**config.mk**
```make
export PLATFORM = sky130hd
export DESIGN_NAME = ir_index_conditioner
export DESIGN_NICKNAME = d
export VERILOG_FILES = /design/src/rtl/ir_index_conditioner.sv
export SDC_FILE = /design/constraint.sdc
export NUM_CORES = 1
export LEC_CHECK = 0
export CAP_MARGIN = 20
export CORE_MARGIN = 3
export CORE_UTILIZATION = 57
export DETAILED_ROUTE_END_ITERATION = 10
export DONT_BUFFER_PORTS = 1
export GPL_TIMING_DRIVEN = 1
export PLACE_DENSITY = 0.77
export SLEW_MARGIN = 15
export SYNTH_ARGS = -nofsm -noshare
export SYNTH_HDL_FRONTEND = slang
export SYNTH_SLANG_ARGS = --single-unit
```
**constraint.sdc**
```tcl
create_clock -name clk_in -period 3.02 [get_ports clk_in]
set_input_delay 0.604 -clock clk_in [delete_from_list [all_inputs] [get_ports clk_in]]
set_output_delay 0.604 -clock clk_in [all_outputs]
set_load 0.005 [all_outputs]
```
**src/rtl/ir_index_conditioner.sv**
```systemverilog
// ir_index_conditioner: synchronizes and debounces the raw IR break-beam, rejects early trips,
// and reports index pulses, revolution period and rotor stall.
module ir_index_conditioner #(
    parameter int SYNC_STAGES     = 2,
    parameter int DEBOUNCE_CYCLES = 1000,
    parameter int MIN_PERIOD      = 1_000_000,
    parameter int STALL_CYCLES    = 50_000_000,
    parameter int PERIOD_WIDTH    = 32
) (
    input  logic                    clk_in,
    input  logic                    rst_in,
    input  logic                    ir_raw,
    output logic                    ir_tripped,
    output logic                    index_pulse,
    output logic [PERIOD_WIDTH-1:0] period_out,
    output logic                    period_valid,
    output logic                    stalled,
    output logic [7:0]              glitch_count
);
    localparam int                      CW    = $clog2(DEBOUNCE_CYCLES + 1);
    localparam logic [CW-1:0]           DB    = CW'(DEBOUNCE_CYCLES);
    localparam logic [PERIOD_WIDTH-1:0] MINP  = PERIOD_WIDTH'(MIN_PERIOD);
    localparam logic [PERIOD_WIDTH-1:0] STALP = PERIOD_WIDTH'(STALL_CYCLES);

    typedef enum logic [1:0] {S_LOW, S_CONF_H, S_HIGH, S_CONF_L} state_t;

    logic [SYNC_STAGES-1:0]  r_sync;
    state_t                  r_state, w_next;
    logic [CW-1:0]           r_cnt, w_cnt_next;
    logic [PERIOD_WIDTH-1:0] r_since;
    logic                    r_armed;
    logic                    w_sync, w_rise, w_fall, w_accept, w_reject, w_stall;

    assign w_sync = r_sync[SYNC_STAGES-1];

    always_ff @(posedge clk_in or posedge rst_in) begin
        if (rst_in) begin
            r_sync  <= '0;
            r_state <= S_LOW;
            r_cnt   <= '0;
        end else begin
            r_sync  <= {r_sync[SYNC_STAGES-2:0], ir_raw};
            r_state <= w_next;
            r_cnt   <= w_cnt_next;
        end
    end

    always_comb begin
        w_next     = r_state;
        w_cnt_next = r_cnt;
        case (r_state)
            S_LOW: if (w_sync) begin
                w_next     = S_CONF_H;
                w_cnt_next = CW'(1);
            end
            S_CONF_H: begin
                w_next     = !w_sync ? S_LOW : (r_cnt == DB ? S_HIGH : S_CONF_H);
                w_cnt_next = (!w_sync || r_cnt == DB) ? '0 : r_cnt + 1'b1;
            end
            S_HIGH: if (!w_sync) begin
                w_next     = S_CONF_L;
                w_cnt_next = CW'(1);
            end
            S_CONF_L: begin
                w_next     = w_sync ? S_HIGH : (r_cnt == DB ? S_LOW : S_CONF_L);
                w_cnt_next = (w_sync || r_cnt == DB) ? '0 : r_cnt + 1'b1;
            end
            default: begin
                w_next     = S_LOW;
                w_cnt_next = '0;
            end
        endcase
    end

    always_comb begin
        w_rise   = (r_state == S_CONF_H) && w_sync && (r_cnt == DB);
        w_fall   = (r_state == S_CONF_L) && !w_sync && (r_cnt == DB);
        w_accept = w_rise && (!r_armed || r_since >= MINP);
        w_reject = w_rise && !w_accept;
        w_stall  = r_since >= STALP;
    end

    // since_last holds the elapsed count during a commit cycle, then restarts at 1
    always_ff @(posedge clk_in or posedge rst_in) begin
        if (rst_in) begin
            r_since      <= '0;
            r_armed      <= 1'b0;
            ir_tripped   <= 1'b0;
            index_pulse  <= 1'b0;
            period_out   <= '0;
            period_valid <= 1'b0;
            stalled      <= 1'b0;
            glitch_count <= '0;
        end else begin
            r_since      <= w_accept ? PERIOD_WIDTH'(1) : ((&r_since) ? r_since : r_since + 1'b1);
            r_armed      <= w_accept ? 1'b1 : (w_stall ? 1'b0 : r_armed);
            stalled      <= w_accept ? 1'b0 : (w_stall ? 1'b1 : stalled);
            ir_tripped   <= w_accept ? 1'b1 : (w_fall ? 1'b0 : ir_tripped);
            index_pulse  <= w_accept;
            period_valid <= w_accept && r_armed;
            period_out   <= (w_accept && r_armed) ? r_since : period_out;
            glitch_count <= (w_reject && glitch_count != 8'hFF) ? glitch_count + 1'b1 : glitch_count;
        end
    end
endmodule

```
==> out/metrics.yaml <==
end_kind: "register"
p_per_area_nw_per_um2: 452
r2r_cells: 6
routed_wl_um: 9250
clkSinkCount: 91
dieArea_um2: 9180
track_usage_pct: 21.6
ys_ff_latch: 91
async_flop_share_pct: 100
postCtsSetupRepairBufs: 0
numCtsBuffers: 9
drive_gt1_share_pct: 16.9
insertion_delay_ps: 360
rr_endpoint: "period_out[29]"
synth-seq-area-share_pct: 49.5
num_io_pins: 47
cts_tree: "done"
grtUsageMet2_pct: 32.8
finalHoldViolations: 0
period_share_pct: 84.9
hold_buffers: 0
status: "finished, final reports clean"
cts_htree_levels: 3
synth_edf_count: 0
die_x_um: 95.8
setup_tns_ps: 0
critPathKind: "register to register"
critPathLaunch: "r_since[27]"
cts_resized: 0
rows: 32
vias: 3282
grt_overflow_total: 0
clockRootBuffer: "clkbuf_8"
syn_inst: 422
yosys.area.top_type_share_pct: 49.5
synth_top_area_cell: "dfrtp_1"
synth_cell_type_count: 53
place.gp.congestion: 0.864
areaGrowthSynthToFinish_pct: 6.69
timing.rr.start: "r_since[27]"
worstPathRequired_ps: 3260
grtUsageMet1_pct: 30.2
firstDrtPassIters: 5
ir_worst_vdd_uv: 226
startpoint_type: "register"
ys_warn_count: 0
max_freq_mhz: 390
ys_top_cells_by_count: "dfrtp_1, nor2_1, mux2_4, xnor2_1, nand2_1"
grt_busiest_layer: "met2"
antenna_left: 0
synthTopCellsByArea: "dfrtp_1, mux2_4, xnor2_1, nor2_1, nand3_1"
p_total_mw: 2.22
drtIter0Drc: 257
use_met3_pct: 6.49
finalNetCount: 430
rsz0062_at_grt: "no"
dp_hpwl_um: 6390
stdcell_area_um2: 4910
syn_nets: 430
antenna_found_initial: 0
placed_area_um2: 4670
leakage_nw: 2.21
syn_area_um2: 4600
timing.slew.headroom_pct: 56.3
drv_slew: 0
skew_ps: 10.3
die_h_um: 95.8
syn_area_per_cell_um2: 10.9
wl_per_cell_um: 17.5
portBuffers: 0
drc: 0
cts_buffer_depth: 2
hold_class: "input port to async pin"
coreArea_um2: 7770
grt_first_pass_wirelength_um: 15600
grt_max_degree: 40
worst_slew_pin_slew_ps: 638
crit_end: "period_out[29]"
maxCapViolCount: 0
via_per_inst: 6.20
clk_pin_slew_ps: 90
setup_viol: 0
post-synth-top-count-cell: "dfrtp_1"
cp_max_fo: 22
grt_pass1_vias: 3172
diodes: 0
holdWs_ps: 185
synth-main-ff-cell: "dfrtp_1"
critical_path_arrival_ps: 2800
fin_crit_ps: 2560
initial_utilization_pct: 59.2
ff2ff_setup_slack_ps: 460
==> per-stage QoR <==
step / instances / util [%] / worst slack, ps
floorplan: 422 / - / 52.4
global placement: 513 / 60.1 / 526
detailed placement: 513 / 60.1 / 487
CTS: 529 / 63.2 / 467
global route: 529 / 63.2 / 346
finish: 529 / 63.2 / 457
==> per-layer routing <==
metal	vias up	wire, um
li1	1517	-
met4	0	119
met3	11	586
met1	1634	4230
met2	120	4310
met5	-	0
==> worst min path at each step <==
| stage | start | slack, ps | end |
|---|---|---|---|
| 2_1_floorplan | r_sync[0] | 330 | r_sync[1] |
| 6_report | rst_in | 190 | period_out[3] |
| 5_1_grt | rst_in | 220 | period_out[3] |
| 3_3_place_gp | r_sync[0] | 340 | r_sync[1] |
| 4_1_cts | rst_in | 200 | period_out[3] |
| 3_5_place_dp | r_sync[0] | 340 | r_sync[1] |
==> where the power goes <==
group	total (mW)	internal, mW	switching, mW	leakage (nW)
clock network	0.938	0.514	0.424	0.116
registers	1.23	1.22	0.00700	1.25
logic	0.0495	0.0122	0.0373	0.846
total	2.22	1.75	0.468	2.21
==> worst max-delay path: stages, from the launching register on <==
cell and delay, ps:
dfrtp_1 470, or4_1 520, nor3_1 280, and4b_1 290
or3_2 140, buf_4 360, mux2_2 380
==> registers in the layout, indices dropped and copies added (netlist names), 2 cells and up <==
signal and cells:
r_since 32, r_cnt 10, r_sync 2, r_state 2, period_out 32, glitch_count 8
==> area by class of cell <==
class	instances	area (um^2)
clock inverters	5	85.1
clock buffers	11	151
flip-flops and latches	91	2280
repair buffers	10	75.1
fillers	633	2860
well taps	102	128
inverters	16	61.3
multi-input cells	294	2130
==> kinds of logic (layout without fill, tap and decap cells) <==
| kind of cell | after synthesis | in the layout | share of synthesized area [%] |
|---|---|---|---|
| xor+xnor | 30 | 30 | 5.71 |
| fa+ha+maj | 5 | 5 | 1.36 |
| simple gates | 160 | 160 | 18.7 |
| buf+inv | 37 | 42 | 4.49 |
| compound gates | 63 | 63 | 9.03 |
| flops | 91 | 91 | 49.5 |
| mux | 36 | 36 | 11.2 |
==> cell usage in the layout (no fill, tap or decap), types with 8 or more instances in the layout <==
cell	synthesis	final
dfrtp_1	91	91
nor2_1	33	33
mux2_4	30	30
xnor2_1	27	27
nand2_1	24	24
nand3_1	20	20
nor3_1	18	18
a21oi_1	16	16
inv_1	16	15
o21ai_0	15	15
nand4_1	15	15
clkbuf_8	0	11
buf_4	0	10
or4_1	8	8
(Power assumes the default switching activity.)
